<file path="src/rtl/mul_eval_pkg.sv">
// Shared definitions for the multiplier error-evaluation blocks: widths, FSM state, |a-b| helper.
package mul_eval_pkg;

    localparam int unsigned P_W   = 32;
    localparam int unsigned ACC_W = 48;

    typedef enum logic [1:0] {
        IDLE  = 2'd0,
        RUN   = 2'd1,
        DRAIN = 2'd2,
        DONE  = 2'd3
    } state_e;

    function automatic logic [P_W-1:0] abs_diff(input logic [P_W-1:0] a, input logic [P_W-1:0] b);
        return (a >= b) ? (a - b) : (b - a);
    endfunction

endpackage

</file>
<file path="src/rtl/ed_stage.sv">
// Pipeline stage 1: registers the error distance |a-b| and the inequality flag of one sample.
module ed_stage
    import mul_eval_pkg::*;
(
    input  logic           clk,
    input  logic           rst,
    input  logic           in_valid,
    input  logic [P_W-1:0] a,
    input  logic [P_W-1:0] b,
    output logic           out_valid,
    output logic [P_W-1:0] ed,
    output logic           neq
);

    logic           valid_q, valid_d;
    logic [P_W-1:0] ed_q, ed_d;
    logic           neq_q, neq_d;

    // Data only captured on a valid sample so idle cycles leave the registers quiet.
    always_comb begin
        valid_d = in_valid;
        ed_d    = ed_q;
        neq_d   = neq_q;
        if (in_valid) begin
            ed_d  = abs_diff(a, b);
            neq_d = (a != b);
        end
    end

    always_ff @(posedge clk or posedge rst) begin
        if (rst) begin
            valid_q <= 1'b0;
            ed_q    <= '0;
            neq_q   <= 1'b0;
        end else begin
            valid_q <= valid_d;
            ed_q    <= ed_d;
            neq_q   <= neq_d;
        end
    end

    assign out_valid = valid_q;
    assign ed        = ed_q;
    assign neq       = neq_q;

endmodule

</file>
<file path="src/rtl/mul_error_monitor.sv">
// Accumulates error count, ED sum (saturating) and max ED over a run of N_SMP paired products.
module mul_error_monitor
    import mul_eval_pkg::*;
#(
    parameter int unsigned N_SMP = 16,
    parameter int unsigned CNT_W = 16,
    parameter int unsigned ACC_W = mul_eval_pkg::ACC_W
) (
    input  logic             clk,
    input  logic             rst,
    input  logic             start,
    input  logic             in_valid,
    output logic             in_ready,
    input  logic [P_W-1:0]   p_exact,
    input  logic [P_W-1:0]   p_approx,
    output logic             busy,
    output logic             done,
    output logic [CNT_W-1:0] smp_cnt,
    output logic [CNT_W-1:0] err_cnt,
    output logic [P_W-1:0]   max_ed,
    output logic [ACC_W-1:0] sum_ed
);

    localparam int unsigned SUM_W = ACC_W + 1;

    state_e           state_q, state_d;
    logic [CNT_W-1:0] acc_cnt_q, acc_cnt_d;
    logic             in_ready_q, in_ready_d;
    logic             busy_q, busy_d;
    logic             done_q, done_d;
    logic [CNT_W-1:0] smp_cnt_q, smp_cnt_d;
    logic [CNT_W-1:0] err_cnt_q, err_cnt_d;
    logic [P_W-1:0]   max_ed_q, max_ed_d;
    logic [ACC_W-1:0] sum_ed_q, sum_ed_d;
    logic [SUM_W-1:0] sum_ext;

    logic             accept;
    logic             launch;
    logic             s1_valid;
    logic [P_W-1:0]   s1_ed;
    logic             s1_neq;

    assign accept = in_valid & in_ready_q;

    ed_stage u_ed_stage (
        .clk       (clk),
        .rst       (rst),
        .in_valid  (accept),
        .a         (p_exact),
        .b         (p_approx),
        .out_valid (s1_valid),
        .ed        (s1_ed),
        .neq       (s1_neq)
    );

    // Run control; status outputs are registered from the next state.
    always_comb begin
        state_d   = state_q;
        acc_cnt_d = acc_cnt_q;
        launch    = 1'b0;
        case (state_q)
            IDLE, DONE: begin
                if (start) begin
                    state_d   = RUN;
                    acc_cnt_d = '0;
                    launch    = 1'b1;
                end
            end
            RUN: begin
                if (accept) begin
                    acc_cnt_d = acc_cnt_q + CNT_W'(1);
                    if (acc_cnt_q == CNT_W'(N_SMP - 1)) begin
                        state_d = DRAIN;
                    end
                end
            end
            // The final sample sits in stage 1 here and lands in the accumulators on this edge.
            DRAIN:   state_d = DONE;
            default: state_d = IDLE;
        endcase
        in_ready_d = (state_d == RUN);
        busy_d     = (state_d == RUN) || (state_d == DRAIN);
        done_d     = (state_d == DONE);
    end

    // Stage 2: metric accumulation.
    always_comb begin
        smp_cnt_d = smp_cnt_q;
        err_cnt_d = err_cnt_q;
        max_ed_d  = max_ed_q;
        sum_ed_d  = sum_ed_q;
        sum_ext   = {1'b0, sum_ed_q} + SUM_W'(s1_ed);
        if (launch) begin
            smp_cnt_d = '0;
            err_cnt_d = '0;
            max_ed_d  = '0;
            sum_ed_d  = '0;
        end else if (s1_valid) begin
            smp_cnt_d = smp_cnt_q + CNT_W'(1);
            err_cnt_d = err_cnt_q + CNT_W'(s1_neq);
            if (s1_ed > max_ed_q) begin
                max_ed_d = s1_ed;
            end
            sum_ed_d = sum_ext[ACC_W] ? '1 : sum_ext[ACC_W-1:0];
        end
    end

    always_ff @(posedge clk or posedge rst) begin
        if (rst) begin
            state_q    <= IDLE;
            acc_cnt_q  <= '0;
            in_ready_q <= 1'b0;
            busy_q     <= 1'b0;
            done_q     <= 1'b0;
            smp_cnt_q  <= '0;
            err_cnt_q  <= '0;
            max_ed_q   <= '0;
            sum_ed_q   <= '0;
        end else begin
            state_q    <= state_d;
            acc_cnt_q  <= acc_cnt_d;
            in_ready_q <= in_ready_d;
            busy_q     <= busy_d;
            done_q     <= done_d;
            smp_cnt_q  <= smp_cnt_d;
            err_cnt_q  <= err_cnt_d;
            max_ed_q   <= max_ed_d;
            sum_ed_q   <= sum_ed_d;
        end
    end

    assign in_ready = in_ready_q;
    assign busy     = busy_q;
    assign done     = done_q;
    assign smp_cnt  = smp_cnt_q;
    assign err_cnt  = err_cnt_q;
    assign max_ed   = max_ed_q;
    assign sum_ed   = sum_ed_q;

endmodule

</file>
<file path="config.mk">
export PLATFORM = sky130hd
export DESIGN_NAME = mul_error_monitor
export DESIGN_NICKNAME = d
export VERILOG_FILES = /design/src/rtl/mul_eval_pkg.sv /design/src/rtl/ed_stage.sv /design/src/rtl/mul_error_monitor.sv
export SDC_FILE = /design/constraint.sdc
export NUM_CORES = 1
export LEC_CHECK = 0
export CAP_MARGIN = 40
export CORE_ASPECT_RATIO = 0.7
export CORE_MARGIN = 2
export CORE_UTILIZATION = 51
export CTS_CLUSTER_DIAMETER = 40
export DETAILED_ROUTE_END_ITERATION = 10
export PLACE_DENSITY = 0.78
export SLEW_MARGIN = 20
export SYNTH_ARGS = -nofsm -noshare
export SYNTH_HDL_FRONTEND = slang
export SYNTH_SLANG_ARGS = --single-unit
</file>
<file path="constraint.sdc">
create_clock -name clk -period 5.2 [get_ports clk]
set_input_delay 1.04 -clock clk [delete_from_list [all_inputs] [get_ports clk]]
set_output_delay 1.04 -clock clk [all_outputs]
set_load 0.02 [all_outputs]
</file>
==> impl_metrics.toml, run 1 <==
[pwr]
p_seq_share_pct = 27.8
p_comb_share_pct = 56.4
total_power_mw = 7.913
p_int_mw = 4.248
power.clock.fraction_pct = 15.8
leakagePower_nw = 7.258
power.switching_mw = 3.664
power_density_mw_per_mm2 = 506.9
ir_drop_v = 0.0003021
switching_share_pct = 46.31

[timing]
grt_setup_unrepaired = "false"
drv_slew = 0
hold_slack_ns = 0.4903
timing.fmax_mhz = 237.1
clock_skew_ns = 0.01438
post-route-min-period_ns = 4.218
worst_pin_slew_ns = 0.9039
setup_violations = 0
maxSlewHeadroom_pct = 39.74
setup_tns_ns = 0
final-hold-violation-count = 0
fin_crit_sh_pct = 81.12

[setup_path]
r2r_cells = 11
required_ns = 5.56
cp.arrival_ns = 4.58
rr_startpoint = "u_ed_stage.ed[0]"
rrSetupSlack_ns = 1.58
startpoint = "p_exact[26]"
critical_path_class = "input pin to register"
cp_max_fo = 16
reg2reg_to = "sum_ed[47]"
critPathLaunchType = "input pin"
crit_path_end_kind = "register"

[worst_hold_path]
hp-class = "register to register"
hp-start = "u_ed_stage.neq"
min_to = "u_ed_stage.neq"
min_path_cells = 2

[route]
drtIter0Drc = 915
post_drt_wl_per_cell_um = 17.87
ant_nets = 0
vias = 11732
vias_per_cell = 5.934
wl_mm = 35.32
remaining_drc_errors = 0
dr.pass1.iters = 5

[cts]
cts_max_level = 4
root_buffer = "clkbuf_16"
ctsResizeCount = 0
cts.sinks = 167
holdBufCountCts = 0
path_clk_slew_ns = 0.07
numCtsBuffers = 17
worstSkewPairLatency_ns = 0.43
cts_tree = "built"
cts_buffer_depth = 2
cts_setup_buffers = 0

[yosys]
yosysSeqAreaShare_pct = 32.25
avgSynthCellArea_sq_um = 8.715
syn_area_sq_mm = 0.01296
synth_seq_cells = 167
yosysUniqueCellTypes = 83
syn-num-nets = 1693
yosysWarnings = 0
synth_enable_flop_cells = 0
syn_inst = 1487
ys_async_sr_fraction_pct = 100.0
synth_flop_cell = "dfrtp_1"

[placement]
place_congestion = 0.9269
dp.cells = 1945
io_buffers = 182
dp_hpwl_mm = 27.43

[status]
outcome = "finished, final reports clean"

[global_routing]
groute.usage.overall_pct = 26.59
grt_overflow_total = 0
grt_pass1_wl_mm = 57.42
grt_max_degree = 111
antenna_found_initial = 0
grt_pass1_vias = 11001

[die]
rows = 48
die_w_um = 194.5
die_h_um = 137.4
start_util_pct = 52.25
core-area_sq_mm = 0.02480
die_area_sq_mm = 0.02672
io_pins = 183

[finish]
drive_gt1_share_pct = 4.722
finalNetCount = 1845
fin_util_pct = 62.93
n_antenna_cell = 0
final_cell_mix = "clkdlybuf4s50_1, dfrtp_1, inv_1, ha_1, a21oi_1"
final_common_cell = "clkdlybuf4s50_1"
area_growth_syn_to_layout_pct = 20.44
final_cells = 1977

[run]
drv_cap = 0
metal layers:
metal / vias up / global-route usage [%] / share of wire (%)
li1: 5680 / - / -
met1: 5589 / 40.92 / 51
met2: 430 / 39.25 / 41
met3: 33 / 4.186 / 6.7
met4: 0 / 5.299 / 1.3
met5: - / 0 / 0
through the flow:
stage / setup slack, ns / area (sq um)
after floorplan: 1.670 / 12960
final: 0.9818 / 15610
after CTS: 1.028 / 15610
after global routing: 0.8186 / 15610
after global placement: 0.7024 / 15000
after detailed placement: 0.5875 / 15030
worst max path at each step:
| stage | to | depth (start not counted) |
|---|---|---|
| after CTS | u_ed_stage.ed[28] | 13 |
| after global routing | u_ed_stage.ed[28] | 13 |
| final | u_ed_stage.ed[28] | 13 |
| after floorplan | u_ed_stage.ed[28] | 12 |
| after global placement | u_ed_stage.ed[28] | 13 |
| after detailed placement | u_ed_stage.ed[28] | 13 |
kinds of logic (layout without fill, tap and decap cells):
kind of cell,count (synthesis),count (layout),share of synthesized area [%]
AOI/OAI and AO/OA,490,490,25.49
DFF,167,167,32.25
adders and majority gates,138,138,13.50
muxes,33,33,2.665
and+or+nand+nor,376,376,14.07
xor gates and xnor gates,85,85,5.744
buffers and inverters,198,363,6.295
state kept, by name, summed over array words and instances, names as in the netlist:
name,count
u_ed_stage.out_valid,1
busy,1
err_cnt,16
u_ed_stage.ed,32
max_ed,32
sum_ed,48
in_ready,1
done,1
state_q,2
smp_cnt,16
acc_cnt_q,16
u_ed_stage.neq,1
power groups by stage:
stage | logic (mW) | registers [mW] | clock network [mW]
6_report | 4.46 | 2.20 | 1.25
5_1_grt | 4.94 | 2.25 | 1.33
4_1_cts | 4.43 | 2.18 | 1.27
3_5_place_dp | 4.40 | 2.21 | 0
3_3_place_gp | 4.27 | 2.19 | 0
2_1_floorplan | 2.84 | 2.31 | 0
critical path, stage by stage:
cell             delay, ns
clkdlybuf4s50_1       0.48
inv_1                 0.05
ha_1                  0.45
a21oi_1               0.29
nand2_1               0.09
a221o_1               0.37
o221ai_1              0.29
nand2_1               0.19
a21oi_2               0.32
buf_12                0.21
mux2_4                0.32
a2111o_1              0.40
nand3_1               0.07
layout make-up:
type	count	area (sq um)
clock buffer	17	425.4
multi-input combinational	1122	7978
timing repair buffer	194	1944
fill	2162	9195
tap	325	406.6
clock inverter	15	156.4
inverter	137	518.0
sequential	167	4180
cell usage after synthesis (4+ instances only):
master / instances / area, sq um
a2111o_1: 4 / 45.04
a21boi_0: 4 / 30.03
mux2i_1: 29 / 290.3
and4_1: 7 / 61.31
nor2_1: 99 / 371.6
clkbuf_1: 34 / 127.6
ha_1: 135 / 1689
nor2b_1: 6 / 37.54
nand4_1: 35 / 219.0
nor4_1: 9 / 56.30
nand2_1: 105 / 394.1
o21a_1: 9 / 67.56
xnor2_1: 32 / 280.3
a31oi_1: 21 / 131.4
or2_2: 4 / 25.02
o21ai_1: 14 / 70.07
buf_6: 4 / 45.04
nor3_1: 12 / 60.06
a22o_1: 29 / 254.0
buf_1: 5 / 18.77
inv_1: 136 / 510.5
o21ai_0: 96 / 480.5
o221ai_1: 4 / 35.03
and3_1: 26 / 162.7
a21o_1: 53 / 397.9
o2111ai_1: 6 / 52.55
a21oi_1: 123 / 615.6
xor2_1: 53 / 464.2
o211ai_1: 12 / 90.09
or3_1: 9 / 56.30
o41ai_1: 4 / 35.03
o31a_1: 5 / 43.79
buf_2: 13 / 65.06
a211oi_1: 21 / 157.7
nand2b_1: 7 / 43.79
dfrtp_1: 167 / 4179
a221oi_1: 9 / 78.83
o31ai_1: 6 / 45.04
o21bai_1: 26 / 195.2
and2_1: 12 / 75.07
nand3_1: 33 / 165.2
(Power assumes the default switching activity.)
==> run 2, diff against run 1 <==
==> constraint.sdc (replaced) <==
create_clock -name clk -period 3.5 [get_ports clk]
set_input_delay 0.7 -clock clk [delete_from_list [all_inputs] [get_ports clk]]
set_output_delay 0.7 -clock clk [all_outputs]
set_load 0.02 [all_outputs]
==> run 2 against run 1 <==
Cell count rose by 8.4%. First-iteration DRC count up 16%. Register-to-register slack lost 1.4 ns. Clock power rose by 60%. Routed wire length increased by 5.0%. Combinational power rose by 56%. Critical path depth did not move. Highest routed layer unchanged. Critical path type unchanged. Clock skew is 0.0015 ns lower. Sequential power increased by 48%. Hold slack gained 0.0083 ns.
==> impl_metrics.toml, run 2 (same netlist as run 1, synthesis figures left out) <==
[timing]
timing.fmax_mhz = 294.7
clock_skew_ns = 0.01286
drv_slew = 0
post-route-min-period_ns = 3.394
fin_crit_sh_pct = 96.96
setup_slack_ns = 0.1065
setup_violations = 0
final-hold-violation-count = 0
worst_pin_slew_ns = 0.7137
maxSlewHeadroom_pct = 52.31

[setup_path]
rr_startpoint = "u_ed_stage.ed[21]"
critical_path_class = "input pin to register"
reg2reg_to = "sum_ed[32]"
crit_path_cell_trace = "clkdlybuf4s50_1 -> inv_1 -> ha_1 -> fa_2 -> o21ai_2 -> a221oi_4 -> o311a_4 -> o21bai_4 -> a21oi_2 -> buf_4 -> and3_1 -> or4_1 -> nand4_1"
cp.arrival_ns = 3.74
slowest_delay_ns = 0.53
crit_path_end_kind = "register"
startpoint = "p_exact[0]"
cp_max_fo = 6
critPathLaunchType = "input pin"
r2r_cells = 10
slowest_stage = "or4_1"
required_ns = 3.85
rrSetupSlack_ns = 0.17

[die]
die_h_um = 137.4
start_util_pct = 52.25
die_w_um = 194.5
io_pins = 183
core-area_sq_mm = 0.02480
die_area_sq_mm = 0.02672
rows = 48

[cts]
cts_buffer_depth = 2
holdBufCountCts = 0
worstSkewPairLatency_ns = 0.43
path_clk_slew_ns = 0.06
root_buffer = "clkbuf_16"
cts_max_level = 4
cts.sinks = 167
numCtsBuffers = 17
cts_tree = "built"

[finish]
seq_area_sq_mm = 0.004180
fin_util_pct = 68.33
n_antenna_cell = 0
final_common_cell = "clkdlybuf4s50_1"
final_area_sq_mm = 0.01695
final_cell_mix = "clkdlybuf4s50_1, buf_4, dfrtp_1"
area_growth_syn_to_layout_pct = 30.77
fillers = 2007
multi_input_area_sq_mm = 0.008038
finalNetCount = 2011
drive_gt1_share_pct = 14.08
largest_reg_flops = 48

[placement]
placedInstanceArea_sq_mm = 0.01626
place_congestion = 0.9595
pre_cts_ws_ns = -0.3932
io_buffers = 182
dp_hpwl_mm = 29.67

[route]
ant_nets = 0
dr.pass1.iters = 6
wl_mm = 37.08
vias_per_cell = 5.796
drtIter0Drc = 1064
vias = 12420
remaining_drc_errors = 0
post_drt_wl_per_cell_um = 17.30

[status]
outcome = "finished, final reports clean"

[global_routing]
grt_max_degree = 98
grt_pass1_vias = 11460
antenna_found_initial = 0
groute.usage.overall_pct = 27.70
grt_overflow_total = 0
grt_pass1_wl_mm = 59.72

[worst_hold_path]
hp-start = "u_ed_stage.neq"
min_path_cells = 2
min_to = "u_ed_stage.neq"
hp-class = "register to register"

[run]
drv_cap = 0

[pwr]
leakagePower_nw = 8.081
ir_drop_v = 0.0003552
power_density_mw_per_mm2 = 721.5
==> run 2: worst max-delay path by stage <==
stage                              endpoint  slack [ns]  cells past startpoint
after floorplan           u_ed_stage.ed[28]        0.31                     12
after global placement     u_ed_stage.ed[3]       -0.33                     12
after detailed placement  u_ed_stage.ed[24]       -0.39                     13
after CTS                 u_ed_stage.ed[26]        0.02                     13
after global routing      u_ed_stage.ed[26]       -0.01                     13
final                     u_ed_stage.ed[26]        0.11                     13
==> run 2: layer usage <==
layer  global-route usage (%)  vias up  part of all wire, %
met4                    6.026        0                  1.2
met2                    41.40      492                   42
met1                    42.05     5853                   50
met5                        0        -                    0
met3                    4.308       36                  7.2
li1                         -     6039                    -
==> run 2: final cells by class <==
type	instances	share of cell area [%]
inverters	137	3.056
clock buffers	18	2.591
well taps	325	2.399
repair buffers	360	18.78
multi-input cells	1122	47.43
flip-flops and latches	167	24.67
clock inverters	14	1.078
==> run 2: where the power goes <==
group | internal (mW) | switching, mW
clock | 1.16 | 0.842
combinational | 3.05 | 3.91
sequential | 2.52 | 0.743
==> run 2: what timing repair did <==
item | in CTS | in global routing
setup buffers | 0 | 1
gates resized for setup | 0 | 12
setup endpoints to repair | 0 | 16
==> run 2: through the flow <==
stage,instances,hold WS [ns],power [mW],setup TNS (ns)
floorplan,1487,0.4498,7.647,0
global placement,2110,0.4736,9.870,-6.736
detailed placement,2110,0.4750,10.11,-8.830
CTS,2142,0.4964,12.15,0
global route,2143,0.5465,13.09,-0.01679
finish,2143,0.4986,12.23,0
==> run 2: worst max-delay path: cells and delay by family <==
kind / cells / cell delay [ns]
AO/OA/AOI/OAI: 5 / 0.90
AND/OR/NAND/NOR: 3 / 0.82
adder cells (fa/ha/maj): 2 / 0.64
buffers and inverters: 3 / 0.70
